`config.mk`:
```
export PLATFORM = sky130hd
export DESIGN_NAME = dac8_wave_player
export DESIGN_NICKNAME = d
export VERILOG_FILES = /design/src/rtl/dac8_wp_pkg.sv /design/src/rtl/dac8_wp_fifo.sv /design/src/rtl/dac8_wave_player.sv
export SDC_FILE = /design/constraint.sdc
export NUM_CORES = 1
export LEC_CHECK = 0
export ABC_AREA = 1
export BUFFER_PORTS_ARGS = -buffer_cell sky130_fd_sc_hd__buf_4
export CAP_MARGIN = 20
export CORE_MARGIN = 1
export CORE_UTILIZATION = 55
export CTS_CLUSTER_DIAMETER = 80
export CTS_CLUSTER_SIZE = 14
export DETAILED_ROUTE_END_ITERATION = 6
export HOLD_SLACK_MARGIN = 0.08
export PLACE_DENSITY = 0.84
export SLEW_MARGIN = 20
export SYNTH_ARGS = -nofsm -noshare
export SYNTH_HDL_FRONTEND = slang
export SYNTH_HIERARCHICAL = 1
export SYNTH_SLANG_ARGS = --single-unit
```
`constraint.sdc`:
```
create_clock -name clk_i -period 4 [get_ports clk_i]
set_clock_uncertainty 0.05 [all_clocks]
set_input_delay 0.6 -clock clk_i [delete_from_list [all_inputs] [get_ports clk_i]]
set_output_delay 0.6 -clock clk_i [all_outputs]
set_load 0.1 [all_outputs]
```
`src/rtl/dac8_wp_pkg.sv`:
```
// dac8_wave_player shared definitions: register map, bit positions, reset code.
// Interrupt logic is built only with DAC8_WP_IRQ_EN defined.
package dac8_wp_pkg;

  localparam logic [2:0] REG_DATA     = 3'd0;
  localparam logic [2:0] REG_CTRL     = 3'd1;
  localparam logic [2:0] REG_PRESCALE = 3'd2;
  localparam logic [2:0] REG_STATUS   = 3'd3;
  localparam logic [2:0] REG_IM       = 3'd4;
  localparam logic [2:0] REG_RIS      = 3'd5;

  localparam int CTRL_EN     = 0;
  localparam int CTRL_FLUSH  = 1;

  localparam int ST_EMPTY    = 8;
  localparam int ST_FULL     = 9;
  localparam int ST_UNDERRUN = 10;
  localparam int ST_OVERFLOW = 11;

  localparam int IRQ_LWM     = 0;
  localparam int IRQ_UNDER   = 1;

  localparam logic [7:0] DAC_RESET_CODE = 8'h80;

endpackage

```
`src/rtl/dac8_wp_fifo.sv`:
```
// Sample FIFO for dac8_wave_player; extra pointer bit separates full from empty.
// Push when full and pop when empty are ignored.
module dac8_wp_fifo #(
  parameter int DEPTH = 16,
  localparam int AW = $clog2(DEPTH)
) (
  input  logic        clk_i,
  input  logic        rst_i,
  input  logic        push,
  input  logic        pop,
  input  logic        flush,
  input  logic [7:0]  wdata,
  output logic [7:0]  rdata,
  output logic [AW:0] level,
  output logic        full,
  output logic        empty
);

  localparam logic [AW:0] FULL_LVL = DEPTH[AW:0];

  logic [7:0]  mem [DEPTH];
  logic [AW:0] wptr;
  logic [AW:0] rptr;
  logic        do_push;
  logic        do_pop;

  assign level   = wptr - rptr;
  assign empty   = level == '0;
  assign full    = level == FULL_LVL;
  assign do_push = push & ~full;
  assign do_pop  = pop & ~empty;
  assign rdata   = mem[rptr[AW-1:0]];

  always_ff @(posedge clk_i) begin
    if (rst_i || flush) begin
      wptr <= '0;
      rptr <= '0;
    end else begin
      if (do_push) wptr <= wptr + 1'b1;
      if (do_pop)  rptr <= rptr + 1'b1;
    end
  end

  always_ff @(posedge clk_i) begin
    if (do_push) mem[wptr[AW-1:0]] <= wdata;
  end

endmodule

```
`src/rtl/dac8_wave_player.sv`:
```
// Wishbone-fed FIFO waveform player driving the 8-bit DAC at a divided rate.
// Define DAC8_WP_IRQ_EN to build the IM / RIS-ICR registers and irq output.
module dac8_wave_player
  import dac8_wp_pkg::*;
#(
  parameter int DEPTH = 16,
  parameter int LWM   = 4,
  localparam int AW   = $clog2(DEPTH)
) (
  input  logic        clk_i,
  input  logic        rst_i,
  input  logic [31:0] adr_i,
  input  logic [31:0] dat_i,
  output logic [31:0] dat_o,
  input  logic [3:0]  sel_i,
  input  logic        cyc_i,
  input  logic        stb_i,
  input  logic        we_i,
  output logic        ack_o,
  output logic [7:0]  dac_code,
  output logic        dac_strobe,
  output logic        irq
);

  logic        acc, wr, rd;
  logic [2:0]  idx;
  logic        en, underrun, overflow;
  logic [15:0] prescale, cnt;
  logic        tick, restart, flush, push, pop, st_clr;
  logic [7:0]  head;
  logic [AW:0] level;
  logic        full, empty;
  logic [31:0] rdata;
  logic [1:0]  ris, im;
  logic        unused_bits;

  assign unused_bits = ^{adr_i[31:5], adr_i[1:0], dat_i[31:16], sel_i[3:2]};

  assign acc     = cyc_i & stb_i & ~ack_o;
  assign wr      = acc & we_i;
  assign rd      = acc & ~we_i;
  assign idx     = adr_i[4:2];
  assign flush   = wr & (idx == REG_CTRL) & sel_i[0] & dat_i[CTRL_FLUSH];
  assign restart = flush | (wr & (idx == REG_PRESCALE));
  assign tick    = en & (cnt == prescale) & ~restart;
  assign push    = wr & (idx == REG_DATA) & sel_i[0];
  assign pop     = tick & ~empty;
  assign st_clr  = wr & (idx == REG_STATUS) & sel_i[1];

  dac8_wp_fifo #(.DEPTH(DEPTH)) u_fifo (
    .clk_i (clk_i),
    .rst_i (rst_i),
    .push  (push),
    .pop   (pop),
    .flush (flush),
    .wdata (dat_i[7:0]),
    .rdata (head),
    .level (level),
    .full  (full),
    .empty (empty)
  );

  always_ff @(posedge clk_i) begin
    if (rst_i) begin
      ack_o    <= 1'b0;
      dat_o    <= '0;
      en       <= 1'b0;
      prescale <= '0;
      cnt      <= '0;
    end else begin
      ack_o <= acc;
      dat_o <= rd ? rdata : '0;
      if (wr && idx == REG_CTRL && sel_i[0])
        en <= dat_i[CTRL_EN];
      if (wr && idx == REG_PRESCALE) begin
        if (sel_i[0]) prescale[7:0]  <= dat_i[7:0];
        if (sel_i[1]) prescale[15:8] <= dat_i[15:8];
      end
      if (!en || restart || cnt == prescale)
        cnt <= '0;
      else
        cnt <= cnt + 16'd1;
    end
  end

  // Stickies: a new event in the same cycle as a W1C wins.
  always_ff @(posedge clk_i) begin
    if (rst_i) begin
      dac_code   <= DAC_RESET_CODE;
      dac_strobe <= 1'b0;
      underrun   <= 1'b0;
      overflow   <= 1'b0;
    end else begin
      dac_strobe <= pop;
      if (pop) dac_code <= head;
      underrun <= (underrun & ~(st_clr & dat_i[ST_UNDERRUN])) | (tick & empty);
      overflow <= (overflow & ~(st_clr & dat_i[ST_OVERFLOW])) | (push & full);
    end
  end

  always_comb begin
    rdata = '0;
    unique case (1'b1)
      idx == REG_CTRL:     rdata[CTRL_EN] = en;
      idx == REG_PRESCALE: rdata[15:0] = prescale;
      idx == REG_STATUS: begin
        rdata[AW:0]        = level;
        rdata[ST_EMPTY]    = empty;
        rdata[ST_FULL]     = full;
        rdata[ST_UNDERRUN] = underrun;
        rdata[ST_OVERFLOW] = overflow;
      end
      idx == REG_IM:       rdata[1:0] = im;
      idx == REG_RIS:      rdata[1:0] = ris;
      default: ;
    endcase
  end

`ifdef DAC8_WP_IRQ_EN
  logic lw, lw_q;

  assign lw = int'(level) <= LWM;

  always_ff @(posedge clk_i) begin
    if (rst_i) begin
      im   <= '0;
      ris  <= '0;
      lw_q <= 1'b1;
    end else begin
      lw_q <= lw;
      if (wr && idx == REG_IM && sel_i[0])
        im <= dat_i[1:0];
      ris <= (ris & ~({2{wr && idx == REG_RIS && sel_i[0]}} & dat_i[1:0]))
           | {tick & empty, lw & ~lw_q & en};
    end
  end

  assign irq = |(ris & im);
`else
  assign im  = '0;
  assign ris = '0;
  assign irq = 1'b0;
`endif

endmodule

```
==> reports/results.ini <==
[critical_path]
r2r_slack_ns=0.73
cp.arrival_ns=3.60
worstPathBufferInverterCount=5
regToRegEndpoint=u_fifo/rptr[4]
slowest_stage=fa_1
cp_top_family=simple AND/OR/NAND/NOR gates
r2r_cells=16
r2r-start=u_fifo/wptr[0]
crit_top_cell=inv_1
start_kind=flop
worst-path-max-fanout=17
cp.required_ns=4.33
endpoint_kind=flop
critical_path_class=flop to flop
max_stage_delay_ns=0.41
path_cells=inv_1 -> ha_1 -> inv_1 -> fa_1 -> xor2_1 -> nor2_2 -> nand3_2 -> inv_1 -> inv_1 -> nand4_4 -> inv_1 -> nand2_1 -> nor3_1 -> nand3_1 -> nand2_1 -> nor2_1

[synthesis]
synthTopCellsByCount=nor2_1, nand2_1, edfxtp_1
synth_seq_area_share_pct=61.6
avgSynthCellArea_um2=9.86
ys.flop_type=edfxtp_1
synthAdderAreaFrac_pct=1.67
netlist_area_um2=8670
synth_compound_area_share_pct=11.2
synth_mux_area_share_pct=0
async_reset_ff_share_pct=0
yosysMostFrequentCell=nor2_1
synth_cell_type_count=39
synth_area_leaders=edfxtp_1, dfxtp_1, nor2_1, nand2_1, o21ai_0
synth_top_family_by_area=simple AND/OR/NAND/NOR gates
synth-edff-count=128
synth_top_area_share_pct=44.3
yosys.area_share.xor_xnor_pct=0.707
yosysWarnings=6
synth_top_area_cell=edfxtp_1
yosys.area_share.simple_pct=17.8
postSynthCellCount=879
synth-seq-cells=203

[routing]
wl_um=18500
drt_pass1_iterations=5
drt_iter0_drc=615
met2_length_um=9000
vias=6348
via_per_inst=5.52
ant_nets=0
wl_met1_um=7680
drc=0
wl_met3_um=1230
top_layer=met4
wl_per_cell_um=16.1

[timing]
tightest_slew_ns=1.07
slew_viol_final=0
fmax_ghz=0.306
setup_viol=0
fin_crit_ns=3.27
setup_tns_ns=0
slew_headroom_pct=28.7
rsz0062_at_grt=no
timing.final.crit_share_pct=81.8
final-hold-violation-count=0

[grt]
grt_pass1_wl_um=30000
grt.total_usage_pct=23.5
antenna_found_initial=0
gr-total-overflow=0
grt_pass1_vias=6102
grt_max_degree=65

[floorplanning]
coreArea_um2=15300
pin_count=116
die_area_um2=16300
row_count=45
start_util_pct=56.6
fp.dieH_um=128
die_w_um=128

[placement]
io_buffers=51
routabilityCongestion=0.858
dpl_cell_area_um2=9180
hpwl_um=11800

[clock_tree]
ctsRootBufferMaster=clkbuf_16
ctsResizeCount=0
ctsHoldBuffers=0
cts_sinks=203
cts_buffers=18
cts_setup_buffers=0
cts_tree=built
cts_max_path_buffers=3
clkTransAtPathRegs_ns=0.06
htreeDepth=1
insertion_delay_ns=0.48

[hold_path]
hold_start=rst_i
worstHoldPathCells=2
min_path_type=input pin to flop
worst_hold_path.endpoint=underrun

[layout]
design_area_um2=9700
n_antenna_cell=0
fill_cells=1190
area_growth_syn_to_layout_pct=11.9
final-seq-area_um2=5350
multiInputGateArea_um2=2780
finalNetCount=1012
layout-drive-gt1-share_pct=13.0

[pwr]
total_power_mw=3.96
max-vdd-ir-drop_mv=0.275
power_density_nw_per_um2=408
p_leak_nw=3.68

[status]
status=finished clean

[flow_run]
maxCapViolations=0

-- kinds of logic after synthesis --
| group | after synthesis |
|---|---|
| other | 1 |
| XOR/XNOR | 7 |
| AND/OR/NAND/NOR | 353 |
| buffers and inverters | 135 |
| AO/OA/AOI/OAI | 169 |
| flip-flops | 203 |
| adder cells (fa/ha/maj) | 11 |
-- registers in the layout, indices dropped and copies added, names as in the netlist, named ones only --
signal and cells:
underrun 1, u_fifo/rptr 5, dac_strobe 1, dac_code 8, prescale 16, u_fifo/wptr 5
cnt 16, dat_o 16, en 1, u_fifo/mem 128, ack_o 1, overflow 1
-- cell usage in the layout (no fill, tap or decap), types with 2 or more instances in the layout --
master,Yosys,layout
nor3b_1,2,2
edfxtp_1,128,128
clkbuf_1,18,11
nand3b_1,2,2
o211ai_1,9,9
nor4_1,2,2
dfxtp_1,75,74
o221ai_1,23,23
nor3_1,8,8
nand3_1,35,35
nor2_1,139,139
nand2_1,135,135
a21oi_1,35,35
ha_1,10,10
nand3_2,3,3
buf_4,19,61
o21ai_0,91,91
xor2_1,6,6
inv_1,72,72
nand4_1,3,3
o22ai_1,9,9
inv_2,14,14
nor2_4,3,3
clkbuf_16,0,19
nor2_2,9,9
nand2_2,7,7
conb_1,1,17
-- worst max-delay path by stage --
| stage | startpoint | to | cells past startpoint |
|---|---|---|---|
| 5_1_grt | u_fifo/wptr[0] | u_fifo/rptr[4] | 16 |
| 3_5_place_dp | u_fifo/wptr[0] | u_fifo/rptr[4] | 16 |
| 3_3_place_gp | u_fifo/wptr[0] | u_fifo/rptr[4] | 16 |
| 4_1_cts | u_fifo/wptr[0] | u_fifo/rptr[4] | 16 |
| 6_report | u_fifo/wptr[0] | u_fifo/rptr[4] | 16 |
| 2_1_floorplan | u_fifo/wptr[0] | flop | 17 |
-- power breakdown --
group / switching (mW) / internal (mW)
clock network: 0.707 / 0.884
registers: 0.00146 / 2.22
logic: 0.122 / 0.0255
total: 0.831 / 3.13
-- through the flow --
step                      utilization, %  setup WS [ns]  hold slack [ns]  cells
final                               63.3          0.729            0.289   1150
after CTS                           63.3          0.740            0.280   1150
after floorplan                        -           1.16            0.391    895
after detailed placement            59.9          0.749            0.418   1119
after global placement              59.9          0.842            0.410   1119
after global routing                63.3          0.487            0.291   1150
-- layer usage --
layer / vias up / GRT usage (%)
met1: 2968 / 30.9
met4: 0 / 10.2
li1: 3055 / -
met5: - / 0
met3: 48 / 2.89
met2: 277 / 39.4
-- area by class of cell --
| type | count | area share, % |
|---|---|---|
| Clock buffer | 30 | 5.33 |
| Clock inverter | 1 | 0.0903 |
| Inverter | 87 | 3.37 |
| Multi-Input combinational cell | 557 | 28.7 |
| Sequential cell | 203 | 55.1 |
| Tap cell | 211 | 2.72 |
| Timing Repair Buffer | 61 | 4.72 |
(Power assumes the default switching activity.)
